<file path="src/rtl/axil_mst_arbiter.sv">
// Two-master, one-slave AXI-Lite arbiter: one transaction end to end at a time,
// round-robin between masters, writes ahead of reads within the winning master.
module axil_mst_arbiter #(
  parameter int ADDR_WIDTH = 15,
  parameter int DATA_WIDTH = 32
) (
  input  logic                    axi_clk,
  input  logic                    axi_reset,
  // master 0
  input  logic                    m0_awvalid,
  output logic                    m0_awready,
  input  logic [ADDR_WIDTH-1:0]   m0_awaddr,
  input  logic                    m0_wvalid,
  output logic                    m0_wready,
  input  logic [DATA_WIDTH-1:0]   m0_wdata,
  input  logic [DATA_WIDTH/8-1:0] m0_wstrb,
  output logic                    m0_bvalid,
  input  logic                    m0_bready,
  output logic [1:0]              m0_bresp,
  input  logic                    m0_arvalid,
  output logic                    m0_arready,
  input  logic [ADDR_WIDTH-1:0]   m0_araddr,
  output logic                    m0_rvalid,
  input  logic                    m0_rready,
  output logic [DATA_WIDTH-1:0]   m0_rdata,
  output logic [1:0]              m0_rresp,
  // master 1
  input  logic                    m1_awvalid,
  output logic                    m1_awready,
  input  logic [ADDR_WIDTH-1:0]   m1_awaddr,
  input  logic                    m1_wvalid,
  output logic                    m1_wready,
  input  logic [DATA_WIDTH-1:0]   m1_wdata,
  input  logic [DATA_WIDTH/8-1:0] m1_wstrb,
  output logic                    m1_bvalid,
  input  logic                    m1_bready,
  output logic [1:0]              m1_bresp,
  input  logic                    m1_arvalid,
  output logic                    m1_arready,
  input  logic [ADDR_WIDTH-1:0]   m1_araddr,
  output logic                    m1_rvalid,
  input  logic                    m1_rready,
  output logic [DATA_WIDTH-1:0]   m1_rdata,
  output logic [1:0]              m1_rresp,
  // slave
  output logic                    s_awvalid,
  input  logic                    s_awready,
  output logic [ADDR_WIDTH-1:0]   s_awaddr,
  output logic                    s_wvalid,
  input  logic                    s_wready,
  output logic [DATA_WIDTH-1:0]   s_wdata,
  output logic [DATA_WIDTH/8-1:0] s_wstrb,
  input  logic                    s_bvalid,
  output logic                    s_bready,
  input  logic [1:0]              s_bresp,
  output logic                    s_arvalid,
  input  logic                    s_arready,
  output logic [ADDR_WIDTH-1:0]   s_araddr,
  input  logic                    s_rvalid,
  output logic                    s_rready,
  input  logic [DATA_WIDTH-1:0]   s_rdata,
  input  logic [1:0]              s_rresp
);
  localparam int NUM_MST = 2;
  localparam int STRB_W  = DATA_WIDTH / 8;

  typedef enum logic [2:0] {IDLE, WR_REQ, WR_RESP, RD_REQ, RD_RESP} state_e;

  state_e state_q, state_d;
  logic   gnt_q, gnt_d;
  logic   last_gnt_q, last_gnt_d;
  logic   aw_done_q, aw_done_d;
  logic   w_done_q, w_done_d;
  logic   win, aw_hs, w_hs;

  // masters gathered into packed arrays so the granted one is a simple index
  logic [NUM_MST-1:0]                 awvalid_m, wvalid_m, bready_m, arvalid_m, rready_m, req;
  logic [NUM_MST-1:0][ADDR_WIDTH-1:0] awaddr_m, araddr_m;
  logic [NUM_MST-1:0][DATA_WIDTH-1:0] wdata_m;
  logic [NUM_MST-1:0][STRB_W-1:0]     wstrb_m;

  logic [NUM_MST-1:0]                 awready_m, wready_m, bvalid_m, arready_m, rvalid_m;
  logic [NUM_MST-1:0][1:0]            bresp_m, rresp_m;
  logic [NUM_MST-1:0][DATA_WIDTH-1:0] rdata_m;

  assign awvalid_m = {m1_awvalid, m0_awvalid};
  assign wvalid_m  = {m1_wvalid,  m0_wvalid};
  assign bready_m  = {m1_bready,  m0_bready};
  assign arvalid_m = {m1_arvalid, m0_arvalid};
  assign rready_m  = {m1_rready,  m0_rready};
  assign awaddr_m  = {m1_awaddr,  m0_awaddr};
  assign araddr_m  = {m1_araddr,  m0_araddr};
  assign wdata_m   = {m1_wdata,   m0_wdata};
  assign wstrb_m   = {m1_wstrb,   m0_wstrb};
  // a lone wvalid does not count as a request
  assign req       = awvalid_m | arvalid_m;

  assign m0_awready = awready_m[0];
  assign m0_wready  = wready_m[0];
  assign m0_bvalid  = bvalid_m[0];
  assign m0_bresp   = bresp_m[0];
  assign m0_arready = arready_m[0];
  assign m0_rvalid  = rvalid_m[0];
  assign m0_rdata   = rdata_m[0];
  assign m0_rresp   = rresp_m[0];
  assign m1_awready = awready_m[1];
  assign m1_wready  = wready_m[1];
  assign m1_bvalid  = bvalid_m[1];
  assign m1_bresp   = bresp_m[1];
  assign m1_arready = arready_m[1];
  assign m1_rvalid  = rvalid_m[1];
  assign m1_rdata   = rdata_m[1];
  assign m1_rresp   = rresp_m[1];

  always_ff @(posedge axi_clk or posedge axi_reset) begin
    if (axi_reset) begin
      state_q    <= IDLE;
      gnt_q      <= 1'b0;
      last_gnt_q <= 1'b1;
      aw_done_q  <= 1'b0;
      w_done_q   <= 1'b0;
    end else begin
      state_q    <= state_d;
      gnt_q      <= gnt_d;
      last_gnt_q <= last_gnt_d;
      aw_done_q  <= aw_done_d;
      w_done_q   <= w_done_d;
    end
  end

  always_comb begin
    state_d    = state_q;
    gnt_d      = gnt_q;
    last_gnt_d = last_gnt_q;
    aw_done_d  = aw_done_q;
    w_done_d   = w_done_q;
    win        = 1'b0;
    aw_hs      = 1'b0;
    w_hs       = 1'b0;
    s_awvalid  = 1'b0;
    s_awaddr   = '0;
    s_wvalid   = 1'b0;
    s_wdata    = '0;
    s_wstrb    = '0;
    s_bready   = 1'b0;
    s_arvalid  = 1'b0;
    s_araddr   = '0;
    s_rready   = 1'b0;
    awready_m  = '0;
    wready_m   = '0;
    bvalid_m   = '0;
    bresp_m    = '0;
    arready_m  = '0;
    rvalid_m   = '0;
    rresp_m    = '0;
    rdata_m    = '0;
    unique case (state_q)
      IDLE: begin
        if (|req) begin
          win     = (&req) ? ~last_gnt_q : req[1];
          gnt_d   = win;
          state_d = awvalid_m[win] ? WR_REQ : RD_REQ;
        end
      end
      WR_REQ: begin
        // done flags stop re-presenting a channel that already handshook
        s_awvalid           = awvalid_m[gnt_q] & ~aw_done_q;
        s_awaddr            = awaddr_m[gnt_q];
        s_wvalid            = wvalid_m[gnt_q] & ~w_done_q;
        s_wdata             = wdata_m[gnt_q];
        s_wstrb             = wstrb_m[gnt_q];
        awready_m[gnt_q]    = s_awready & ~aw_done_q;
        wready_m[gnt_q]     = s_wready & ~w_done_q;
        aw_hs               = awvalid_m[gnt_q] & ~aw_done_q & s_awready;
        w_hs                = wvalid_m[gnt_q] & ~w_done_q & s_wready;
        aw_done_d           = aw_done_q | aw_hs;
        w_done_d            = w_done_q | w_hs;
        if (aw_done_d && w_done_d) state_d = WR_RESP;
      end
      WR_RESP: begin
        s_bready        = bready_m[gnt_q];
        bvalid_m[gnt_q] = s_bvalid;
        bresp_m[gnt_q]  = s_bresp;
        if (s_bvalid && bready_m[gnt_q]) begin
          last_gnt_d = gnt_q;
          aw_done_d  = 1'b0;
          w_done_d   = 1'b0;
          state_d    = IDLE;
        end
      end
      RD_REQ: begin
        s_arvalid        = arvalid_m[gnt_q];
        s_araddr         = araddr_m[gnt_q];
        arready_m[gnt_q] = s_arready;
        if (arvalid_m[gnt_q] && s_arready) state_d = RD_RESP;
      end
      RD_RESP: begin
        s_rready        = rready_m[gnt_q];
        rvalid_m[gnt_q] = s_rvalid;
        rdata_m[gnt_q]  = s_rdata;
        rresp_m[gnt_q]  = s_rresp;
        if (s_rvalid && rready_m[gnt_q]) begin
          last_gnt_d = gnt_q;
          state_d    = IDLE;
        end
      end
      default: state_d = IDLE;
    endcase
  end

endmodule

</file>
<file path="config.mk">
export PLATFORM = sky130hd
export DESIGN_NAME = axil_mst_arbiter
export DESIGN_NICKNAME = d
export VERILOG_FILES = /design/src/rtl/axil_mst_arbiter.sv
export SDC_FILE = /design/constraint.sdc
export NUM_CORES = 1
export LEC_CHECK = 0
export BUFFER_PORTS_ARGS = -buffer_cell sky130_fd_sc_hd__buf_2
export CAP_MARGIN = 25
export CORE_AREA = 2 2 130 132
export DETAILED_ROUTE_END_ITERATION = 10
export DIE_AREA = 0 0 132 134
export GPL_TIMING_DRIVEN = 0
export SLEW_MARGIN = 5
export SYNTH_ARGS = -nofsm -noshare
export SYNTH_HDL_FRONTEND = slang
export SYNTH_SLANG_ARGS = --single-unit
</file>
<file path="constraint.sdc">
create_clock -name axi_clk -period 4.1 [get_ports axi_clk]
set_input_delay 0.205 -clock axi_clk [delete_from_list [all_inputs] [get_ports axi_clk]]
set_output_delay 0.205 -clock axi_clk [all_outputs]
set_load 0.01 [all_outputs]
</file>
==> results.env <==
IOPINCOUNT=338
NUMPLACEDINSTANCES=865
MIN_FROM='s_arready'
POST_DETAILED_ROUTE_COUNT_OF_ANTENNA_VIOLATING_NETS=0
PLACEMENTROWS=47
POWER.TOTAL_mW=1.85
TOTALNEGATIVESETUPSLACK_PS=0
SYN_AREA_SQ_MM=0.00211
WIRELENGTH_MET1_UM=4920
CTS_RESIZED=0
DETAIL_ROUTE.WIRELENGTH_UM=12300
HOLD_BUFFER_COUNT_AT_CTS=1
POWER_DENSITY_mW_PER_MM2=445
GRT_START_MAX_NET_PINS=11
SYNTHESIS.AREA_PER_INSTANCE_SQ_UM=6.86
WORSTSETUPSTARTPOINT='gnt_q'
SYNTHFLOPTYPE='dfrtp_1'
FMAX_MHz=434
GP_CONGESTION=0.877
CTSLONGESTPATHBUFFERS=2
TOP_METAL_LAYER_CARRYING_ROUTED_SIGNALS='met5'
IR_WORST_VDD_V=0.000178
POST_ROUTE_CELLS_DRIVE_ABOVE_1_SHARE_PCT=56.9
FINAL_HOLD_SLACK_PS=285
POST-ROUTE-DRC-COUNT=0
SETUP-VIOLATIONS-FINAL=0
CTS_SINKS=7
POST_SYNTH_INST_COUNT=308
FINALHOLDVIOLCOUNT=0
AVGROUTEDWIREPERCELL_UM=14.2
MIN_PATH_TYPE='in2reg'
YS_WARN_COUNT=0
MAXSLEWVIOLCOUNT=0
GLOBAL_ROUTE_WIRE_LENGTH_BEFORE_REPAIR_UM=17900
FINAL_CELL_COUNT_NO_FILL=871
ROUTED_VIA_DENSITY=3.85
TRITONCTS_BUFFER_COUNT=3
MULTI_INPUT_COMB_AREA_SQ_MM=0.00178
CRITICAL_PATH_CLASS='reg2out'
SYNTHARSTFLOPSHARE_PCT=100
CRIT-REG2REG-LAUNCH='state_q[0]'
WORSTSETUPSTARTPOINTTYPE='flop'
CTS.CLK_SLEW.WORST_PATHS_PS=40
CLK-INSERTION-DELAY-LATE_PS=230
FIRST_PASS_ITERATION_COUNT_OF_THE_DETAILED_ROUTER=6
DR_WL_MET3_UM=954
NUMBER_OF_PORT_BUFFERS=337
YOSYS_REGISTER_BITS=7
DETAIL_ROUTE_MET2_WL_UM=6360
CTSHTREEMAXLEVEL=1
START_UTIL_PCT=13.0
AREA_ENCLOSED_BY_THE_DIE_BOUNDARY_SQ_MM=0.0177
AREA_GROWTH_SYN_TO_LAYOUT_PCT=97.2
ACTUAL_TRANSITION_AT_THE_WORST_MAX_TRANSITION_PIN_PS=501
RSZ0062_AT_GRT='no'
MAX_CAP_VIOL_COUNT=0
INSTANCE_AREA_AT_PLACEMENT_SQ_MM=0.00407
NUM-NETS-FINAL=836
CRIT_ARRIVAL_PS=2100
INITIAL_ANTENNA_VIOLATION_COUNT=2
POST_CTS_SETUP_REPAIR_BUFS=0
NETLIST_CELL_TYPES=35
WORSTSETUPENDPOINTTYPE='output port'
POWER_LEAKAGE_nW=2.72
OVERFLOW=0
MAPPEDNETLISTNETS=493
CORE_AREA_SQ_MM=0.0163
DIE_Y_UM=134
FINAL.SETUP_SKEW_PS=0.651
SYNTH-EDFF-COUNT=0
STATUS='finished, final reports clean'
DETAILEDPLACE.WORSTSLACK_PS=1960
SEQUENTIAL_CELL_AREA_SQ_UM=176
DETAILROUTE.VIA_COUNT=3355
TRITONCTS='yes'
SLEW-LIMIT-HEADROOM_PCT=66.1
LAYOUT_SETUP_WS_PS=1800
TIMING.CRITICAL_PATH.FANOUT_MAX=10
PERIOD_SHARE_PCT=56.1
UTILIZATION_PCT=25.6
GRT.TOTAL_USAGE_PCT=12.9
DESIGN_AREA_SQ_MM=0.00417
TIMING.CRITICAL_PATH.REQUIRED_PS=3890
GRT_PASS1_VIAS=3168
SYNTH_SEQ_AREA_SHARE_PCT=8.35
DRT-INITIAL-DRC-COUNT=92
POST-DP-HPWL_UM=10800
CTS.ROOT.BUFFER_CELL='clkbuf_16'
FILLERS=1846
DIE_W_UM=132
FINAL_CRITICAL_PERIOD_PS=2300
-- final timing paths --
kind,slack (ps),depth (start not counted),end
max in group asynchronous,3370,3,last_gnt_q
setup / recovery,1800,6,s_wstrb[2]
hold / removal,290,3,state_q[2]
min in group asynchronous,450,3,state_q[2]
hold reg to reg,580,2,aw_done_q
setup reg to reg,2240,6,last_gnt_q
-- layer usage --
metal  GRT usage, %  up-vias
met3           2.19        6
met4           1.93        2
li1               -     1698
met1           15.0     1458
met5              0        -
met2           25.1      191
-- cell families (layout without fill, tap and decap cells) --
kind of cell / count (synthesis) / count (layout) / synth area share, %
AO/OA/AOI/OAI: 14 / 14 / 4.38
buffers and inverters: 32 / 374 / 7.46
flip-flops: 7 / 7 / 8.35
multiplexers: 74 / 74 / 35.5
other: 0 / 1 / 0
AND/OR/NAND/NOR: 181 / 181 / 44.3
-- flip-flops by register name, indices dropped and copies added, names as in the netlist --
signal      count
aw_done_q       1
w_done_q        1
last_gnt_q      1
state_q         3
gnt_q           1
-- power by group --
part	internal, mW	switching (mW)	leakage, nW
sequential	0.106	0.0246	0.0831
combinational	0.654	0.905	2.60
clock	0.129	0.0362	0.0382
-- cell type report --
| type | count | share of cell area [%] |
|---|---|---|
| multi-input combinational | 269 | 42.7 |
| buffer | 26 | 3.24 |
| tap | 220 | 6.61 |
| timing repair buffer | 338 | 40.7 |
| inverter | 6 | 0.541 |
| sequential | 7 | 4.24 |
| clock buffer | 4 | 1.89 |
| antenna | 1 | 0.0601 |
-- cells in the final DEF (no fill, tap or decap), types with 2 or more instances in the layout --
master	Yosys	final
a21oi_1	5	5
and2_1	71	71
and3_1	5	5
buf_1	3	3
buf_2	9	346
buf_4	3	3
clkbuf_1	4	5
clkbuf_16	0	3
clkbuf_2	6	6
dfrtp_1	6	6
inv_1	6	6
mux2_2	3	3
mux2i_1	69	69
nand2_1	9	9
nand3_1	3	3
nor2_1	76	76
nor2_4	2	2
nor3_1	5	5
nor3b_1	2	2
nor4_1	4	4
o21ai_0	2	2
-- synth_stat cells (2+ instances only) --
| master | count | area share [%] |
|---|---|---|
| a21oi_1 | 5 | 1.2 |
| and2_1 | 71 | 21 |
| and3_1 | 5 | 1.5 |
| buf_1 | 3 | 0.53 |
| buf_2 | 9 | 2.1 |
| buf_4 | 3 | 1.1 |
| clkbuf_1 | 4 | 0.71 |
| clkbuf_2 | 6 | 1.4 |
| dfrtp_1 | 6 | 7.1 |
| inv_1 | 6 | 1.1 |
| mux2_2 | 3 | 1.6 |
| mux2i_1 | 69 | 33 |
| nand2_1 | 9 | 1.6 |
| nand3_1 | 3 | 0.71 |
| nor2_1 | 76 | 14 |
| nor2_4 | 2 | 1.1 |
| nor3_1 | 5 | 1.2 |
| nor3b_1 | 2 | 0.71 |
| nor4_1 | 4 | 1.2 |
| o21ai_0 | 2 | 0.47 |
-- worst max-delay path: stages, from the launching register on --
cell and delay, ps:
dfrtp_1 310, buf_4 170, buf_2 340, buf_2 410, mux2i_1 410, nor2_1 70
buf_2 150
Power figures use the tool's default switching activity.
